## config.mk

```make
export PLATFORM = sky130hd
export DESIGN_NAME = fc_layer_sequencer_flat
export DESIGN_NICKNAME = d
export VERILOG_FILES = /design/src/rtl/fc_seq_pkg.sv /design/src/rtl/fc_layer_sequencer_if.sv /design/src/rtl/fc_seq_timer.sv /design/src/rtl/fc_layer_sequencer.sv /design/src/flat_wrapper.sv
export SDC_FILE = /design/constraint.sdc
export NUM_CORES = 1
export LEC_CHECK = 0
export ABC_AREA = 1
export BUFFER_PORTS_ARGS = -buffer_cell sky130_fd_sc_hd__buf_2
export CORE_AREA = 2 2 145 147
export CTS_BUF_LIST = sky130_fd_sc_hd__clkbuf_16
export DETAILED_ROUTE_END_ITERATION = 7
export DIE_AREA = 0 0 147 149
export PLACE_DENSITY = 0.64
export SKIP_LAST_GASP = 1
export SLEW_MARGIN = 0
export SYNTH_ARGS = -nofsm -noshare
export SYNTH_HDL_FRONTEND = slang
export SYNTH_SLANG_ARGS = --single-unit
```

## constraint.sdc

```tcl
create_clock -name clk -period 1.5 [get_ports clk]
set_clock_uncertainty 0.1 [all_clocks]
set_input_delay 0.225 -clock clk [delete_from_list [all_inputs] [get_ports clk]]
set_output_delay 0.225 -clock clk [all_outputs]
set_load 0.005 [all_outputs]
```

## src/rtl/fc_seq_pkg.sv

```systemverilog
// Shared types and default widths for the FC layer sequencer.
package fc_seq_pkg;

   typedef enum logic [2:0] {
      IDLE,
      FETCH,
      ISSUE,
      WAIT,
      DONE
   } state_t;

   localparam int NUM_NEURONS_DEF = 16;
   localparam int IN_W_DEF        = 128;
   localparam int WT_W_DEF        = 32;
   localparam int SUM_W_DEF       = 9;
   localparam int TIMEOUT_CYC_DEF = 8;

endpackage

```

## src/rtl/fc_layer_sequencer_if.sv

```systemverilog
// Neuron and weight-ROM side bus of the FC layer sequencer.
interface fc_layer_sequencer_if #(
   parameter int NUM_NEURONS = 16,
   parameter int IN_W        = 128,
   parameter int WT_W        = 32,
   parameter int SUM_W       = 9
);
   localparam int IDX_W = $clog2(NUM_NEURONS);

   logic [IDX_W-1:0] wmem_addr;
   logic             wmem_rd;
   logic [WT_W:0]    wmem_rdata;
   logic             n_start;
   logic [WT_W-1:0]  n_weight;
   logic             n_bias;
   logic [IN_W-1:0]  n_in;
   logic [SUM_W-1:0] n_out;
   logic             n_end;

   modport master (
      output wmem_addr, wmem_rd, n_start, n_weight, n_bias, n_in,
      input  wmem_rdata, n_out, n_end
   );

   modport slave (
      input  wmem_addr, wmem_rd, n_start, n_weight, n_bias, n_in,
      output wmem_rdata, n_out, n_end
   );
endinterface

```

## src/rtl/fc_seq_timer.sv

```systemverilog
// WAIT-state cycle counter; expired is high during the LIMIT-th enabled cycle.
module fc_seq_timer
   import fc_seq_pkg::*;
#(
   parameter int LIMIT = TIMEOUT_CYC_DEF
) (
   input  logic clk,
   input  logic reset,
   input  logic clear,
   input  logic enable,
   output logic expired
);
   localparam int CNT_W = $clog2(LIMIT + 1);

   logic [CNT_W-1:0] count_reg;

   always_ff @(posedge clk) begin
      if (!reset) begin
         count_reg <= '0;
      end else if (clear) begin
         count_reg <= '0;
      end else if (enable && !expired) begin
         count_reg <= count_reg + CNT_W'(1);
      end
   end

   assign expired = (count_reg == CNT_W'(LIMIT - 1));
endmodule

```

## src/rtl/fc_layer_sequencer.sv

```systemverilog
// Runs one binarized FC neuron over every output neuron of a layer.
// Build option: FC_SEQ_SIGN_ACT_EN adds the packed sign-activation vector res_bits.
module fc_layer_sequencer
   import fc_seq_pkg::*;
#(
   parameter int  NUM_NEURONS = NUM_NEURONS_DEF,
   parameter int  IN_W        = IN_W_DEF,
   parameter int  WT_W        = WT_W_DEF,
   parameter int  SUM_W       = SUM_W_DEF,
   parameter int  TIMEOUT_CYC = TIMEOUT_CYC_DEF,
   localparam int IDX_W       = $clog2(NUM_NEURONS)
) (
   input  logic                   clk,
   input  logic                   reset,
   input  logic                   start,
   input  logic [IN_W-1:0]        in_vec,
   output logic                   busy,
   output logic                   done,
   output logic                   err,
   output logic                   res_valid,
   output logic [IDX_W-1:0]       res_idx,
   output logic [SUM_W-1:0]       res_data,
   output logic [NUM_NEURONS-1:0] res_bits,
   fc_layer_sequencer_if.master   bus
);
   localparam logic [IDX_W-1:0] LAST_IDX = IDX_W'(NUM_NEURONS - 1);

   state_t           state_reg;
   logic [IDX_W-1:0] idx_reg;
   logic [IDX_W-1:0] wmem_addr_reg;
   logic             wmem_rd_reg;
   logic             n_start_reg;
   logic [WT_W-1:0]  n_weight_reg;
   logic             n_bias_reg;
   logic [IN_W-1:0]  n_in_reg;
   logic             busy_reg;
   logic             done_reg;
   logic             err_reg;
   logic             res_valid_reg;
   logic [IDX_W-1:0] res_idx_reg;
   logic [SUM_W-1:0] res_data_reg;
   logic             timer_expired;

   fc_seq_timer #(.LIMIT(TIMEOUT_CYC)) u_timer (
      .clk     (clk),
      .reset   (reset),
      .clear   (state_reg == ISSUE),
      .enable  (state_reg == WAIT),
      .expired (timer_expired)
   );

   always_ff @(posedge clk) begin
      if (!reset) begin
         state_reg     <= IDLE;
         idx_reg       <= '0;
         wmem_addr_reg <= '0;
         wmem_rd_reg   <= 1'b0;
         n_start_reg   <= 1'b0;
         n_weight_reg  <= '0;
         n_bias_reg    <= 1'b0;
         n_in_reg      <= '0;
         busy_reg      <= 1'b0;
         done_reg      <= 1'b0;
         err_reg       <= 1'b0;
         res_valid_reg <= 1'b0;
         res_idx_reg   <= '0;
         res_data_reg  <= '0;
      end else begin
         wmem_rd_reg   <= 1'b0;
         n_start_reg   <= 1'b0;
         done_reg      <= 1'b0;
         res_valid_reg <= 1'b0;
         case (state_reg)
            IDLE: begin
               if (start) begin
                  n_in_reg      <= in_vec;
                  idx_reg       <= '0;
                  err_reg       <= 1'b0;
                  busy_reg      <= 1'b1;
                  wmem_rd_reg   <= 1'b1;
                  wmem_addr_reg <= '0;
                  state_reg     <= FETCH;
               end
            end
            FETCH: begin
               n_start_reg <= 1'b1;
               state_reg   <= ISSUE;
            end
            ISSUE: begin
               // ROM data for the fetched row is valid during this cycle.
               n_weight_reg <= bus.wmem_rdata[WT_W:1];
               n_bias_reg   <= bus.wmem_rdata[0];
               state_reg    <= WAIT;
            end
            WAIT: begin
               if (bus.n_end) begin
                  res_valid_reg <= 1'b1;
                  res_idx_reg   <= idx_reg;
                  res_data_reg  <= bus.n_out;
                  if (idx_reg == LAST_IDX) begin
                     done_reg  <= 1'b1;
                     state_reg <= DONE;
                  end else begin
                     idx_reg       <= idx_reg + IDX_W'(1);
                     wmem_rd_reg   <= 1'b1;
                     wmem_addr_reg <= idx_reg + IDX_W'(1);
                     state_reg     <= FETCH;
                  end
               end else if (timer_expired) begin
                  err_reg   <= 1'b1;
                  done_reg  <= 1'b1;
                  state_reg <= DONE;
               end
            end
            DONE: begin
               busy_reg  <= 1'b0;
               state_reg <= IDLE;
            end
            default: state_reg <= IDLE;
         endcase
      end
   end

`ifdef FC_SEQ_SIGN_ACT_EN
   logic [NUM_NEURONS-1:0] res_bits_reg;

   // One flop per neuron: set to the sign activation when that neuron's sum is captured.
   for (genvar gi = 0; gi < NUM_NEURONS; gi++) begin : g_sign
      always_ff @(posedge clk) begin
         if (!reset) begin
            res_bits_reg[gi] <= 1'b0;
         end else if (state_reg == IDLE && start) begin
            res_bits_reg[gi] <= 1'b0;
         end else if (state_reg == WAIT && bus.n_end && idx_reg == IDX_W'(gi)) begin
            res_bits_reg[gi] <= ~bus.n_out[SUM_W-1];
         end
      end
   end
   assign res_bits = res_bits_reg;
`else
   assign res_bits = '0;
`endif

   assign bus.wmem_addr = wmem_addr_reg;
   assign bus.wmem_rd   = wmem_rd_reg;
   assign bus.n_start   = n_start_reg;
   assign bus.n_weight  = n_weight_reg;
   assign bus.n_bias    = n_bias_reg;
   assign bus.n_in      = n_in_reg;
   assign busy          = busy_reg;
   assign done          = done_reg;
   assign err           = err_reg;
   assign res_valid     = res_valid_reg;
   assign res_idx       = res_idx_reg;
   assign res_data      = res_data_reg;
endmodule

```

## src/flat_wrapper.sv

```systemverilog
// flat-port wrapper written by rule: the top's interface ports become plain ports
module fc_layer_sequencer_flat import fc_seq_pkg::*;
#(
   parameter int  NUM_NEURONS = NUM_NEURONS_DEF,
   parameter int  IN_W        = IN_W_DEF,
   parameter int  WT_W        = WT_W_DEF,
   parameter int  SUM_W       = SUM_W_DEF,
   parameter int  TIMEOUT_CYC = TIMEOUT_CYC_DEF,
   localparam int IDX_W       = $clog2(NUM_NEURONS)
)
  (clk, reset, start, in_vec, busy, done, err, res_valid, res_idx, res_data, res_bits, bus_wmem_addr, bus_wmem_rd, bus_n_start, bus_n_weight, bus_n_bias, bus_n_in, bus_wmem_rdata, bus_n_out, bus_n_end);
  fc_layer_sequencer_if #(.NUM_NEURONS(NUM_NEURONS), .IN_W(IN_W), .WT_W(WT_W), .SUM_W(SUM_W)) bus_i ();
  input  logic clk;
  input  logic reset;
  input  logic start;
  input  logic [IN_W-1:0] in_vec;
  output logic busy;
  output logic done;
  output logic err;
  output logic res_valid;
  output logic [IDX_W-1:0] res_idx;
  output logic [SUM_W-1:0] res_data;
  output logic [NUM_NEURONS-1:0] res_bits;
  output wire logic [$bits(bus_i.wmem_addr)-1:0] bus_wmem_addr;
  output wire logic [$bits(bus_i.wmem_rd)-1:0] bus_wmem_rd;
  output wire logic [$bits(bus_i.n_start)-1:0] bus_n_start;
  output wire logic [$bits(bus_i.n_weight)-1:0] bus_n_weight;
  output wire logic [$bits(bus_i.n_bias)-1:0] bus_n_bias;
  output wire logic [$bits(bus_i.n_in)-1:0] bus_n_in;
  input wire logic [$bits(bus_i.wmem_rdata)-1:0] bus_wmem_rdata;
  input wire logic [$bits(bus_i.n_out)-1:0] bus_n_out;
  input wire logic [$bits(bus_i.n_end)-1:0] bus_n_end;
  assign bus_wmem_addr = bus_i.wmem_addr;
  assign bus_wmem_rd = bus_i.wmem_rd;
  assign bus_n_start = bus_i.n_start;
  assign bus_n_weight = bus_i.n_weight;
  assign bus_n_bias = bus_i.n_bias;
  assign bus_n_in = bus_i.n_in;
  assign bus_i.wmem_rdata = bus_wmem_rdata;
  assign bus_i.n_out = bus_n_out;
  assign bus_i.n_end = bus_n_end;
  fc_layer_sequencer #(.NUM_NEURONS(NUM_NEURONS), .IN_W(IN_W), .WT_W(WT_W), .SUM_W(SUM_W), .TIMEOUT_CYC(TIMEOUT_CYC)) u_core (.clk(clk), .reset(reset), .start(start), .in_vec(in_vec), .busy(busy), .done(done), .err(err), .res_valid(res_valid), .res_idx(res_idx), .res_data(res_data), .res_bits(res_bits), .bus(bus_i));
endmodule
```

* After elaboration in Yosys (flattened, before gate mapping)
Index checks and enable logic that the tools add are counted.
** Word-level totals
- Logic and storage cells :: 66
- Output and inout port bits :: 200
- Bits of input ports :: 174
- Flip-flop bits (word level) :: 191
** Operators by class
- Mux-type cells :: 24
- Eq/ne operators :: 12
- Add/subtract/negate cells :: 2
- Reduce and logical (&&, ||, !) cells :: 13
- Bitwise operators :: 1
** Operators by type and width (count)
- two-way mux 1 bit :: 12
- two-way mux 3 bit :: 4
- two-way mux 4 bit :: 3
- one-hot mux 3 bit (4 select lines) :: 1
- AND reduction 2 bit :: 5
- adder 4 x 1 -> 4 bit, second input constant :: 2
- != test 2 bit, second input constant :: 4
- one-hot mux 4 bit (2 select lines) :: 1
- AND reduction 4 bit :: 2
- equality test 3 x 2 -> 1 bit, second input constant :: 2
- one-hot mux 1 bit (2 select lines) :: 3
- equality test 4 x 3 -> 1 bit, second input constant :: 1
- equality test 4 bit, second input constant :: 1
- nonzero test 2 bit :: 2
- equality test 3 x 1 -> 1 bit, second input constant :: 1
- equality test 3 bit, second input constant :: 1
- zero test 3 bit :: 1
- != test 3 x 2 -> 1 bit, second input constant :: 1
- != test 2 x 1 -> 1 bit, second input constant :: 1
- OR reduction 2 bit :: 1
- logical AND 1 bit :: 1
- zero test 1 bit :: 1
- inverter 1 bit :: 1

* Depth between registers and ports, before layout
- Depth in word-level cells :: 4
- Mapped depth :: 9
- Depth with buffers taken out :: 9

* Cells and area by module
From an unflattened synthesis, not the netlist that was laid out.
** Unflattened totals
- Cells, all modules :: 879
- Area total of the unflattened synthesis :: 6917.9 um2
** By module, submodules not included
- fc_layer_sequencer :: area each 6710.2 um2, times used 1, cells each 848
- fc_seq_timer :: area each 207.7 um2, times used 1, cells each 31

* Worst setup path before layout
Ideal clock, no wire load.
- Kind :: register to register
- Start :: register u_core.state_reg[0]
- End :: register u_core.n_in_reg[39], in the netlist u_core.bus.n_in[39]
- Path buffers :: 2
- Data arrival time :: 1135 ps
- Required time :: 1281 ps
- Setup slack :: 146 ps
- Stages on the path, launching flop included :: 7
- Clock period less this slack :: 1354 ps
- Path through :: dfxtp_1 > nor2_2 > nand3_2 > buf_4 > buf_2 > o21ai_0 > a21oi_1
** Between the ends
- Longest elaborated chain between the ends :: 2
** Ends and longest elaborated chain
- start: declaration :: RTL line fc_layer_sequencer.sv:28 : state_t state_reg;
- start signal: assignment :: RTL line fc_layer_sequencer.sv:54 : state_reg <= IDLE;
- start signal: assignment :: RTL line fc_layer_sequencer.sv:82 : state_reg <= FETCH;
- start signal: assignment :: RTL line fc_layer_sequencer.sv:87 : state_reg <= ISSUE;
- zero test 3 bit :: RTL line fc_layer_sequencer.sv:73 : case (state_reg)
- AND reduction 2 bit (no line)
- end signal: assignment :: RTL line fc_layer_sequencer.sv:76 : n_in_reg <= in_vec;
- end: declaration :: RTL line fc_layer_sequencer.sv:35 : logic [IN_W-1:0] n_in_reg;
No other way between the ends.
A chain may end at the register's enable or synchronous reset.

* Worst setup path in the final report
- Start :: register u_core.state_reg[0]
- End :: register u_core.n_in_reg[69], in the netlist u_core.bus.n_in[69]
The elaborated chain is that of the path after synthesis.

==> results.sh <==
export IMPL_run_status="finished clean"
export IMPL_die_area_sq_um=21900
export IMPL_dp_hpwl_um=15300
export IMPL_place_inst=1482
export IMPL_port_buffers=357
export IMPL_crit_chain="nor2_4 -> nand3_4 -> buf_12 -> buf_12 -> o21ai_1 -> a21oi_1"
export IMPL_grt_util_all_layers_pct=20.7
export IMPL_end_kind="flip-flop"
export IMPL_clk_pin_slew_ns=0.07
export IMPL_cellPowerDensity_nw_per_um2=1320
export IMPL_start_util_pct=34.4
export IMPL_seq_area_sq_um=3830
export IMPL_critical_path_required_ns=1.71
export IMPL_avgViaCountPerCell=4.58
export IMPL_startpoint_type="flip-flop"
export IMPL_met2_length_um=11700
export IMPL_utilization_pct=55.7
export IMPL_drt_iter0_markers=298
export IMPL_ys_ff_latch=191
export IMPL_synthArstFlopShare_pct=0
export IMPL_routed_wl_um=23700
export IMPL_grt_pass1_wl_um=36300
export IMPL_antenna_found_initial=1
export IMPL_rsz0062_at_grt="yes"
export IMPL_hold_ws_ns=0.0151
export IMPL_core_region_area_sq_um=20600
export IMPL_fp_dieH_um=149
export IMPL_nets=1564
export IMPL_first_global_vias=7297
export IMPL_synthToLayoutAreaGrowth_pct=61.9
export IMPL_p_int_mw=10.3
export IMPL_cts_sinks=191
export IMPL_synth_flop_cell="dfxtp_1"
export IMPL_crit_type="flip-flop to flip-flop"
export IMPL_maxCapViolCount=0
export IMPL_insertion_delay_ns=0.42
export IMPL_clockBufferDepth=2
export IMPL_synth_top_cell_by_area="dfxtp_1"
export IMPL_synth_cells=885
export IMPL_placementRows=53
export IMPL_grt_ovfl_total=0
export IMPL_fin_crit_ns=1.47
export IMPL_synth_edff_count=0
export IMPL_cp_slowest_stage_delay_ns=0.34
export IMPL_synth_most_common_cell="dfxtp_1"
export IMPL_p_leak_nw=5.34
export IMPL_fmax_mhz=681
export IMPL_cp_max_fo=42
export IMPL_p_comb_share_pct=27.2
export IMPL_top_layer_used="met4"
export IMPL_clockPowerShare_pct=30.4
export IMPL_fillCellCount=1804
export IMPL_drive_above_1_share_pct=30.8
export IMPL_drcViolationCount=0
export IMPL_final_cells=1677
export IMPL_finalSetupViolCount=0
export IMPL_detail_route_antenna_nets=0
export IMPL_yosysUniqueCellTypes=27
export IMPL_cpMaxStageDelayCell="dfxtp_2"
export IMPL_routedWlPerCell_um=14.1
export IMPL_synth_warnings=0
export IMPL_slew_viol_final=0
export IMPL_synth_area_top_cells="dfxtp_1, a21oi_1, o21ai_0"
export IMPL_vias=7674
export IMPL_synth_top_area_share_pct=54.1
export IMPL_arrival_ns=1.68
export IMPL_switching_power_mw=4.83
export IMPL_ys_seq_area_share_pct=54.1
export IMPL_grt_start_max_net_pins=80
export IMPL_dr_wl_met3_um=2130
export IMPL_wl_met1_um=9080
export IMPL_crit_top_cell="buf_12"
export IMPL_synth_commonest_cells="dfxtp_1, a21oi_1, inv_1, o21ai_0, nand2_1"
export IMPL_largest_reg_flops=128
export IMPL_ioPinCount=374
export IMPL_setup_slack_ns=0.0315
export IMPL_netlist_area_sq_um=7070
export IMPL_root_buffer="clkbuf_16"
export IMPL_p_sw_share_pct=32.0
export IMPL_avgSynthCellArea_sq_um=7.99
export IMPL_dp_worst_setup_slack_ns=0.0134
export IMPL_cts_buffers=17
export IMPL_hold_viol=0
export IMPL_cts_tree="done"
export IMPL_first_pass_iters=5
export IMPL_post_route_period_util_pct=97.9
export IMPL_max_vdd_ir_drop_mv=0.765
export IMPL_multi_input_area_sq_um=2400
export IMPL_die_w_um=147
export IMPL_h_tree_depth=4
export IMPL_routabilityCongestion=0.791
export IMPL_seq_power_share_pct=42.4
export IMPL_hp_class="input port to flip-flop"
-- final cells by class --
class	count	share of cell area, %
diodes	1	0.0219
clock buffers	17	3.72
clock inverters	15	1.48
inverters	141	4.62
multi-input cells	490	20.9
flip-flops and latches	191	33.4
well taps	275	3.01
repair buffers	547	32.8
-- routing by layer --
layer / vias up / track usage, %
met4: 0 / 9.47
met2: 323 / 35.6
li1: 3845 / -
met5: - / 0
met3: 56 / 7.55
met1: 3450 / 22.9
-- path summary, 6_finish.rpt --
| check | from | to | slack (ns) | cells after the start |
|---|---|---|---|---|
| hold / removal | in_vec[94] | u_core.bus.n_in[94]$_SDFFE_PN0P_ | 0.02 | 3 |
| setup reg to reg | u_core.state_reg[0]$_SDFFE_PN0P_ | u_core.bus.n_in[69]$_SDFFE_PN0P_ | 0.03 | 6 |
| setup / recovery | u_core.state_reg[0]$_SDFFE_PN0P_ | u_core.bus.n_in[69]$_SDFFE_PN0P_ | 0.03 | 6 |
| hold reg to reg | u_core.bus.n_in[2]$_SDFFE_PN0P_ | u_core.bus.n_in[2]$_SDFFE_PN0P_ | 0.34 | 2 |
-- placed cells by master (no fill, tap or decap), types with 2 or more instances in the layout --
master         Yosys  routed
nor2_1            11      11
o21ai_1           17      23
clkinv_4           0       3
clkbuf_16          0      17
nand3b_1           2       2
a21oi_1          181     181
nand3_1           59      58
nor3_1             2       2
dfxtp_2            0       2
buf_6              0       2
ha_1               2       2
inv_6              0       4
nand2_1           72      71
inv_1            139     138
dlygate4sd3_1      0     161
buf_4             17      18
inv_2              2       2
o21ai_0          114     108
nand2_2            4       5
nor2_4             1       2
inv_8              0       5
buf_12             0      10
conb_1             1      16
nand4_1            2       2
dfxtp_1          191     189
buf_2             30     356
-- power groups by stage --
stage / registers, mW / logic [mW] / clock network [mW]
floorplan: 6.59 / 1.82 / 0
global placement: 6.45 / 3.66 / 0
detailed placement: 6.47 / 3.69 / 0
CTS: 6.37 / 4.03 / 4.73
global route: 6.50 / 4.59 / 4.93
finish: 6.40 / 4.10 / 4.59
-- kinds of logic after synthesis --
logic type                 after synthesis  synth area share [%]
AOI/OAI and AO/OA                      314                  22.3
and+or+nand+nor                        158                  10.1
other                                    1                0.0530
DFF                                    191                  54.1
buffers and inverters                  219                  13.1
adders and majority gates                2                 0.354
-- metrics by stage --
step	TNS [ns]	cell area (sq um)	power, mW
2_1_floorplan	0	7130	8.42
3_3_place_gp	0	9210	10.1
3_5_place_dp	0	9210	10.2
4_1_cts	0	11400	15.1
5_1_grt	-0.443	11400	16.0
6_report	0	11400	15.1
-- worst max-delay path, delay by kind of cell, from the launching register on --
family	cells	cell delay, ns
AOI/OAI and AO/OA	2	0.27
buffers and inverters	2	0.36
DFF	1	0.34
and+or+nand+nor	2	0.27
-- what timing repair did --
| item | 4_1_cts | 5_1_grt |
|---|---|---|
| gates resized for setup | 0 | 13 |
| hold buffers | 161 | 0 |
| setup endpoints to repair | 0 | 61 |
| setup buffers | 0 | 1 |
| hold endpoints to repair | 161 | 0 |
Note: power is estimated with default switching activity, not from simulation.
